## config.mk

```make
export PLATFORM = sky130hd
export DESIGN_NAME = systolic_x_feeder
export DESIGN_NICKNAME = d
export VERILOG_FILES = /design/src/rtl/systolic_x_feeder_pkg.sv /design/src/rtl/systolic_x_feeder_x_row_buffer.sv /design/src/rtl/systolic_x_feeder.sv
export SDC_FILE = /design/constraint.sdc
export NUM_CORES = 1
export LEC_CHECK = 0
export BUFFER_PORTS_ARGS = -buffer_cell sky130_fd_sc_hd__buf_2
export CAP_MARGIN = 20
export CELL_PAD_IN_SITES_DETAIL_PLACEMENT = 2
export CELL_PAD_IN_SITES_GLOBAL_PLACEMENT = 2
export CORE_MARGIN = 2
export CORE_UTILIZATION = 49
export CTS_BUF_LIST = sky130_fd_sc_hd__clkbuf_4 sky130_fd_sc_hd__clkbuf_8
export CTS_CLUSTER_DIAMETER = 200
export DETAILED_ROUTE_END_ITERATION = 6
export PLACE_DENSITY = 0.91
export SLEW_MARGIN = 20
export SYNTH_ARGS = -nofsm -noshare
export SYNTH_HDL_FRONTEND = slang
export SYNTH_HIERARCHICAL = 1
export SYNTH_SLANG_ARGS = --single-unit
```

## constraint.sdc

```tcl
create_clock -name clk -period 7.8 [get_ports clk]
set_clock_uncertainty 0.15 [all_clocks]
set_input_delay 0.39 -clock clk [delete_from_list [all_inputs] [get_ports clk]]
set_output_delay 0.39 -clock clk [all_outputs]
set_load 0.05 [all_outputs]
```

## src/rtl/systolic_x_feeder_pkg.sv

```systemverilog
// Shared definitions for the systolic X-lane feeder: FSM state encoding,
// default geometry and the lane slice helper.
package systolic_x_feeder_pkg;

  typedef enum logic [1:0] {
    ST_LOAD   = 2'd0,
    ST_STREAM = 2'd1,
    ST_FLUSH  = 2'd2,
    ST_DONE   = 2'd3
  } feeder_state_e;

  localparam int DEF_M          = 5;
  localparam int DEF_N          = 3;
  localparam int DEF_K          = 4;
  localparam int DEF_DATA_WIDTH = 8;

  // Low bit of lane/element 'lane' inside a packed row of 'width'-bit elements.
  function automatic int lane_lo(input int lane, input int width);
    return lane * width;
  endfunction

endpackage

```

## src/rtl/systolic_x_feeder_x_row_buffer.sv

```systemverilog
// M-row by N-lane register file: one full-row write port, and one read port per
// lane with its own row index so the diagonal skew can be read out directly.
module systolic_x_feeder_x_row_buffer
  import systolic_x_feeder_pkg::*;
#(
  parameter int M          = DEF_M,
  parameter int N          = DEF_N,
  parameter int DATA_WIDTH = DEF_DATA_WIDTH,
  parameter int AW         = (M > 1) ? $clog2(M) : 1
) (
  input  logic                    clk,
  input  logic                    wr_en_i,
  input  logic [AW-1:0]           wr_addr_i,
  input  logic [DATA_WIDTH*N-1:0] wr_row_i,
  input  logic [N*AW-1:0]         rd_idx_i,
  output logic [DATA_WIDTH*N-1:0] rd_lanes_o
);

  logic [DATA_WIDTH*N-1:0] mem_q [M];

  always_ff @(posedge clk) begin
    if (wr_en_i) begin
      mem_q[wr_addr_i] <= wr_row_i;
    end
  end

  always_comb begin
    rd_lanes_o = '0;
    for (int i = 0; i < N; i++) begin
      rd_lanes_o[lane_lo(i, DATA_WIDTH) +: DATA_WIDTH] =
        mem_q[rd_idx_i[i*AW +: AW]][lane_lo(i, DATA_WIDTH) +: DATA_WIDTH];
    end
  end

endmodule

```

## src/rtl/systolic_x_feeder.sv

```systemverilog
// Buffers one MxN matrix row by row, then replays it onto N X lanes with lane i
// delayed i cycles, zero-flushes the array and pulses frame_done.
module systolic_x_feeder
  import systolic_x_feeder_pkg::*;
#(
  parameter int M          = DEF_M,
  parameter int N          = DEF_N,
  parameter int K          = DEF_K,
  parameter int DATA_WIDTH = DEF_DATA_WIDTH,
  parameter int FLUSH_CYC  = N + K - 1
) (
  input  logic                    clk,
  input  logic                    rst,
  input  logic                    in_valid,
  output logic                    in_ready,
  input  logic [DATA_WIDTH*N-1:0] in_row,
  output logic [DATA_WIDTH*N-1:0] x_out,
  output logic                    x_valid,
  output logic                    busy,
  output logic                    frame_done
);

  localparam int AW   = (M > 1) ? $clog2(M) : 1;
  localparam int RCW  = $clog2(M + 1);
  localparam int SLEN = M + N - 1;
  localparam int TMAX = (SLEN > FLUSH_CYC) ? SLEN : FLUSH_CYC;
  localparam int TW   = $clog2(TMAX + 1);

  feeder_state_e           state_q;
  logic [RCW-1:0]          row_cnt_q;
  logic [TW-1:0]           t_q;
  logic [DATA_WIDTH*N-1:0] x_out_q;
  logic                    x_valid_q;
  logic                    frame_done_q;

  logic                    wr_en;
  logic [N*AW-1:0]         rd_idx;
  logic [N-1:0]            lane_en;
  logic [DATA_WIDTH*N-1:0] buf_lanes;
  logic [DATA_WIDTH*N-1:0] x_lanes_d;

  assign in_ready   = (state_q == ST_LOAD);
  assign busy       = (state_q != ST_LOAD);
  assign wr_en      = in_valid && in_ready;
  assign x_out      = x_out_q;
  assign x_valid    = x_valid_q;
  assign frame_done = frame_done_q;

  systolic_x_feeder_x_row_buffer #(
    .M          (M),
    .N          (N),
    .DATA_WIDTH (DATA_WIDTH),
    .AW         (AW)
  ) u_row_buffer (
    .clk        (clk),
    .wr_en_i    (wr_en),
    .wr_addr_i  (row_cnt_q[AW-1:0]),
    .wr_row_i   (in_row),
    .rd_idx_i   (rd_idx),
    .rd_lanes_o (buf_lanes)
  );

  // Lane i reads row t-i; outside 0..M-1 it is a skew-padding zero.
  always_comb begin
    rd_idx  = '0;
    lane_en = '0;
    for (int i = 0; i < N; i++) begin
      if ((int'(t_q) >= i) && (int'(t_q) - i < M)) begin
        lane_en[i]          = 1'b1;
        rd_idx[i*AW +: AW]  = AW'(int'(t_q) - i);
      end
    end
  end

  always_comb begin
    x_lanes_d = '0;
    for (int i = 0; i < N; i++) begin
      if (lane_en[i]) begin
        x_lanes_d[lane_lo(i, DATA_WIDTH) +: DATA_WIDTH] =
          buf_lanes[lane_lo(i, DATA_WIDTH) +: DATA_WIDTH];
      end
    end
  end

  always_ff @(posedge clk or negedge rst) begin
    if (!rst) begin
      state_q      <= ST_LOAD;
      row_cnt_q    <= '0;
      t_q          <= '0;
      x_out_q      <= '0;
      x_valid_q    <= 1'b0;
      frame_done_q <= 1'b0;
    end else begin
      frame_done_q <= 1'b0;
      unique case (state_q)
        ST_LOAD: begin
          x_out_q   <= '0;
          x_valid_q <= 1'b0;
          if (in_valid) begin
            if (row_cnt_q == RCW'(M - 1)) begin
              row_cnt_q <= '0;
              t_q       <= '0;
              state_q   <= ST_STREAM;
            end else begin
              row_cnt_q <= row_cnt_q + 1'b1;
            end
          end
        end
        ST_STREAM: begin
          x_out_q   <= x_lanes_d;
          x_valid_q <= 1'b1;
          if (t_q == TW'(SLEN - 1)) begin
            t_q     <= '0;
            state_q <= ST_FLUSH;
          end else begin
            t_q <= t_q + 1'b1;
          end
        end
        ST_FLUSH: begin
          x_out_q   <= '0;
          x_valid_q <= 1'b0;
          if (t_q == TW'(FLUSH_CYC - 1)) begin
            t_q     <= '0;
            state_q <= ST_DONE;
          end else begin
            t_q <= t_q + 1'b1;
          end
        end
        ST_DONE: begin
          frame_done_q <= 1'b1;
          row_cnt_q    <= '0;
          state_q      <= ST_LOAD;
        end
        default: state_q <= ST_LOAD;
      endcase
    end
  end

endmodule

```

# Word-level counts from Yosys, hierarchy flattened

Memory sizes are Yosys's and may differ from the RTL's.
Index checks and enable logic that the tools add are counted.

Flip-flop bits (word level): 34
Memory bits (writable): 120
Input bits: 27
Output and inout bits: 28
Word-level logic and storage cells: 65
Memories: 1

Add/sub/neg operators: 4
Order comparisons: 5
Eq/ne operators: 10
Mux-type cells: 27
Reductions and logical operators: 12

Memories:

| name               | depth | bits a word | read ports | clocked after memory_dff | write ports | RTL line                             | source |
|---|---|---|---|---|---|---|---|
| u_row_buffer.mem_q | 5     | 24          | 3          | 0                        | 1           | systolic_x_feeder_x_row_buffer.sv:19 | `logic [DATA_WIDTH*N-1:0] mem_q [M];` |

Operators by type and width:

| operator                                                           | number |
|---|---|
| less-than comparator 32 x 4 -> 1 bit (second input constant)       | 2 |
| case mux 24 bit (2 select lines)                                   | 1 |
| 2-to-1 mux 3 bit                                                   | 9 |
| 2-to-1 mux 8 bit                                                   | 3 |
| equality test 3 bit (second input constant)                        | 3 |
| case mux 3 bit (3 select lines)                                    | 1 |
| 2-to-1 mux 2 bit                                                   | 4 |
| case mux 2 bit (4 select lines)                                    | 1 |
| adder 3 x 1 -> 3 bit (second input constant)                       | 2 |
| 2-to-1 mux 1 bit                                                   | 6 |
| != test 2 bit (second input constant)                              | 3 |
| case mux 3 bit (2 select lines)                                    | 1 |
| nonzero test 2 bit                                                 | 3 |
| equality test 2 bit (second input constant)                        | 2 |
| AND reduction 4 bit                                                | 1 |
| subtractor 3 x 1 -> 4 bit (second input constant)                  | 1 |
| subtractor 3 x 2 -> 4 bit (second input constant)                  | 1 |
| greater-or-equal comparator 3 x 1 -> 1 bit (second input constant) | 1 |
| greater-or-equal comparator 3 x 2 -> 1 bit (second input constant) | 1 |
| logical AND 1 bit                                                  | 3 |
| less-than comparator 3 bit (second input constant)                 | 1 |
| AND reduction 3 bit                                                | 1 |
| nonzero test 3 bit                                                 | 1 |
| equality test 2 x 1 -> 1 bit (second input constant)               | 1 |
| 5 further kinds                                                    | 5 |

# Depth between registers and ports, before layout

An unclocked memory read counts as a cell.

Depth after elaboration: 7
Gate-level depth with buffers: 12
Mapped depth without buffers: 10

# By module

The synthesis kept the hierarchy.

Modules (own cells, without submodules):

| module                         | instances | cells each | area an instance (um^2) | sequential area each (um^2) |
|---|---|---|---|---|
| systolic_x_feeder_x_row_buffer | 1         | 266        | 4748.3                  | 3603.5 |
| systolic_x_feeder              | 1         | 141        | 1674.1                  | 850.8 |

# Worst setup path after synthesis

OpenSTA, ideal clock, no wires.

Path kind: register to register
Start: register state_q[0]
End: memory u_row_buffer/mem_q[4][0] (netlist name), enable pin
Library setup time: 0.440 ns
Data arrival time: 3.674 ns
Required time: 7.210 ns
Path slack: 3.536 ns
Cell stages (with the launch flop): 7
Buffers on the path: 0
Period minus slack after synthesis: 4.264 ns
Cell sequence: dfrtp_1 > inv_1 > ha_1 > inv_1 > nor2_1 > nand2b_1 > nor3b_1

Cells in the longest elaborated chain, start to end: 4

RTL lines:

| element                                | RTL line                             | source |
|---|---|---|
| start: declaration                     | systolic_x_feeder.sv:29              | `feeder_state_e state_q;` |
| start signal: assignment               | systolic_x_feeder.sv:87              | `state_q <= ST_LOAD;` |
| start signal: assignment               | systolic_x_feeder.sv:103             | `state_q <= ST_STREAM;` |
| start signal: assignment               | systolic_x_feeder.sv:114             | `state_q <= ST_FLUSH;` |
| zero test 2 bit                        | systolic_x_feeder.sv:42              | `assign in_ready = (state_q == ST_LOAD);` |
| net in_ready                           | systolic_x_feeder.sv:15              | `output logic in_ready,` |
| logical AND 1 bit                      | systolic_x_feeder.sv:44              | `assign wr_en = in_valid && in_ready;` |
| net wr_en                              | systolic_x_feeder.sv:36              | `logic wr_en;` |
| 2-to-1 mux 1 bit                       | systolic_x_feeder_x_row_buffer.sv:22 | `if (wr_en_i) begin` |
| 2-to-1 mux 1 bit (implied by the code) | systolic_x_feeder_x_row_buffer.sv:23 | `mem_q[wr_addr_i] <= wr_row_i;` |
| end: declaration                       | systolic_x_feeder_x_row_buffer.sv:19 |  |

The timed path passes the listed nets, and every way through them passes these cells.

# Worst setup path in the final report

Start: register t_q[0]
End: register x_out_q[13], in the netlist x_out[13]

Cells in the longest elaborated chain, start to end: 7
Elaborated cells between the ends (all ways): 9
Those cells by class: 1 x add/sub; 2 x order compare; 4 x mux; 1 x reduce/logical; 1 x memory

RTL lines:

| element                              | RTL line                 | source |
|---|---|---|
| start: declaration                   | systolic_x_feeder.sv:31  | `logic [TW-1:0] t_q;` |
| start signal: assignment             | systolic_x_feeder.sv:116 | `t_q <= t_q + 1'b1;` |
| start signal: assignment             | systolic_x_feeder.sv:126 | `t_q <= t_q + 1'b1;` |
| subtractor 3 x 1 -> 4 bit            | systolic_x_feeder.sv:70  | `rd_idx[i*AW +: AW] = AW'(int'(t_q) - i);` |
| less-than comparator 32 x 4 -> 1 bit | systolic_x_feeder.sv:68  | `if ((int'(t_q) >= i) && (int'(t_q) - i < M)) begin` |
| logical AND 1 bit                    | systolic_x_feeder.sv:68  |  |
| 2-to-1 mux 3 bit *                   | systolic_x_feeder.sv:68  |  |
| net rd_idx[5]                        | systolic_x_feeder.sv:37  | `logic [N*AW-1:0] rd_idx;` |
| memory read (5 x 24 bit) *           | --                       |  |
| net buf_lanes[13]                    | systolic_x_feeder.sv:39  | `logic [DATA_WIDTH*N-1:0] buf_lanes;` |
| 2-to-1 mux 8 bit *                   | systolic_x_feeder.sv:78  | `if (lane_en[i]) begin` |
| case mux 24 bit (2 select lines) *   | systolic_x_feeder.sv:95  | `unique case (state_q)` |
| end signal: assignment               | systolic_x_feeder.sv:110 | `x_out_q <= x_lanes_d;` |
| end: declaration                     | systolic_x_feeder.sv:32  | `logic [DATA_WIDTH*N-1:0] x_out_q;` |

Mark *: on every way through the listed nets, which the timed path passes. The rest lies on a longest branch.
A chain may end at the register's enable or synchronous reset.

==> out/metrics.yaml <==
final_nets: 538
r2r_cells: 9
placed_cells: 624
synthTopCellsByCount: "edfxtp_1, dfrtp_1, inv_1, a22o_1, mux2i_1"
min-delay-start: "in_row[1]"
post-dp-hpwl_mm: 10.8
timing.fmax_ghz: 0.280
synth_seq_area_share: 0.694
clock_sinks: 154
dieArea_mm2: 0.0140
start_util: 0.505
cts_tree: "yes"
grt.total_usage: 0.301
criticalPathCategory: "reg -> reg"
seqCellArea_mm2: 0.00445
vias: 4036
r2r_slack_ns: 4.23
worst_slew_pin_slew_ns: 0.983
area_growth_syn_to_layout_pct: 16.3
power.density_mw_per_mm2: 406
clock_latency_ns: 0.47
grt_pass1_vias: 4692
ys_seq_elements: 154
coreArea_mm2: 0.0127
rows: 41
diodes: 0
synth-main-ff-cell: "edfxtp_1"
synthArstFlopShare: 0.221
synthTopCellsByArea: "edfxtp_1, dfrtp_1, mux2i_1"
antenna_found_initial: 0
drt_iter0_drc: 327
nFillCells: 1112
syn-instance-count: 407
drv_slew: 0
drt_wl_total_mm: 19.9
cts_max_level: 4
wire_per_inst_um: 29.4
synth_top_family_by_area: "compound AO/OA/AOI/OAI gates"
hp-class: "in -> reg"
worstSetupStartpointType: "register"
ys_warn_count: 6
min_period_ns: 3.57
whs_path_depth: 1
path_clk_slew_ns: 0.09
place_congestion: 0.757
synthSimpleGateAreaFrac: 0.0647
critPathCaptureType: "register"
instances_no_fill: 679
synth_top_area_cell: "edfxtp_1"
synth-compound-area-share: 0.129
synth_edf_count: 120
synth-adder-area-share: 0.0331
synth.most_common_cell: "edfxtp_1"
netlist_area_mm2: 0.00642
ys_types: 39
period_share: 0.458
fin_ws_ns: 4.23
r2r-end: "x_out[13]$_DFFE_PN0N_"
globalRouteOverflowTotal: 0
place_area_mm2: 0.00685
io_pins: 55
required_ns: 8.06
reg2reg_from: "t_q[0]$_DFFE_PN0P_"
grt_max_degree: 35
synth_xor_area_frac: 0
synth_top_area_share: 0.561
cts_buffers: 17
syn-num-nets: 451
worstPathArrival_ns: 3.83
layout-drive-gt1-share: 0.241
synth.avg_cell_area_um2: 15.8
ir_drop_uv: 200
hold_violations: 0
viasPerCell: 5.94
setup_tns_ns: 0
drc: 0
final_area_mm2: 0.00747
slew_headroom: 0.343
grt_pass1_wl_mm: 30.2
cap_violations: 0
cts_buffer_depth: 2
first_pass_iters: 4
p_leak_nw: 2.85
setup-violations-final: 0
cts_setup_buffers: 0
fp.dieW_um: 118
synthMuxAreaShare: 0.0390
holdPathEnd: "u_row_buffer/mem_q[0][1]$_DFFE_PP_"
clock-root-buffer: "clkbuf_8"
rsz0062_at_grt: "no"
port_buffers: 54
dp_worst_setup_slack_ns: 4.34
die_y_um: 118
postRouteAntennaNets: 0
path_max_fanout: 10
status: "finished, final reports clean"
multi_input_area_mm2: 0.00174
==> registers in the layout, indices dropped and copies added (netlist names) <==
register,cells
frame_done,1
row_cnt_q,3
state_q,2
t_q,3
u_row_buffer/mem_q,120
x_out,24
x_valid,1
==> cells in the final DEF, fill, tap and decap left out, types with 2 or more instances in the layout <==
cell,n
clkinv_4,5
clkinvlp_4,2
o21ai_0,6
dfrtp_1,34
buf_2,54
inv_1,34
dlygate4sd3_1,23
a221oi_1,21
a221oi_2,3
and2_1,2
nor2_2,2
a21boi_0,2
a22o_1,26
edfxtp_1,120
bufinv_16,2
ha_1,17
mux2i_1,25
clkbuf_8,17
nor2b_1,16
nand2b_1,5
a211oi_2,3
nor3_2,2
nor2_4,3
a211oi_1,21
nand3_1,2
clkinv_2,4
nand3b_1,2
nand2_1,6
nor2_1,10
buf_4,6
a21oi_1,4
and2b_4,12
==> cells by family (layout without fill, tap and decap cells) <==
| kind of cell | Yosys count | in the layout |
|---|---|---|
| compound gates | 96 | 96 |
| fa+ha+maj | 17 | 17 |
| buf+inv | 49 | 149 |
| flops | 154 | 154 |
| mux | 25 | 25 |
| simple gates | 66 | 66 |
==> power by group <==
| group | internal [W] | switching (W) |
|---|---|---|
| sequential | 0.00103 | 0.0000891 |
| combinational | 0.000415 | 0.000890 |
| clock | 0.000283 | 0.000328 |
| total | 0.00172 | 0.00131 |
==> routing by layer <==
metal  wire [um]  track usage  part of all wire
met4         683        0.129             0.034
met1        7570        0.347              0.38
met3         836       0.0579             0.042
met2       10900        0.543              0.54
met5           0            0                 0
==> critical path, cell delays in order, from the launching register on <==
cell      delay, ns
dfrtp_1        0.55
inv_1          0.25
ha_1           0.28
ha_1           0.33
o32ai_2        0.15
nor2_1         0.66
nand2b_1       0.46
a211oi_1       0.12
a221oi_1       0.36
a22o_1         0.20
==> layout make-up <==
class                   count  area share
flip-flops and latches    154       0.596
clock inverters            15      0.0203
repair buffers             83      0.0730
multi-input cells         204       0.233
inverters                  34      0.0171
clock buffers              17      0.0313
well taps                 172      0.0288
==> metrics by stage <==
step	hold WS [ns]	utilization	total power, W
global route	0.0153	0.587	0.00316
CTS	0.00462	0.587	0.00300
floorplan	-0.0556	-	0.00202
finish	0.0298	0.587	0.00303
global placement	0.338	0.538	0.00223
detailed placement	0.352	0.538	0.00235
==> worst max path at each step <==
stage | start | endpoint | cells past startpoint
CTS | t_q[0]$_DFFE_PN0P_ | x_out[12]$_DFFE_PN0N_ | 9
global route | t_q[0]$_DFFE_PN0P_ | x_out[15]$_DFFE_PN0N_ | 9
floorplan | state_q[0]$_DFFE_PN0P_ | u_row_buffer/mem_q[4][0]$_DFFE_PP_ | 6
global placement | t_q[0]$_DFFE_PN0P_ | x_out[11]$_DFFE_PN0N_ | 9
detailed placement | t_q[0]$_DFFE_PN0P_ | x_out[12]$_DFFE_PN0N_ | 9
finish | t_q[0]$_DFFE_PN0P_ | x_out[13]$_DFFE_PN0N_ | 9
==> what timing repair did <==
action                                 in CTS  in global routing
endpoints found under the hold margin     133                  0
hold buffers                               23                  0
gates resized for setup                     0                  0
No activity file was read; power rests on OpenSTA's default activity.
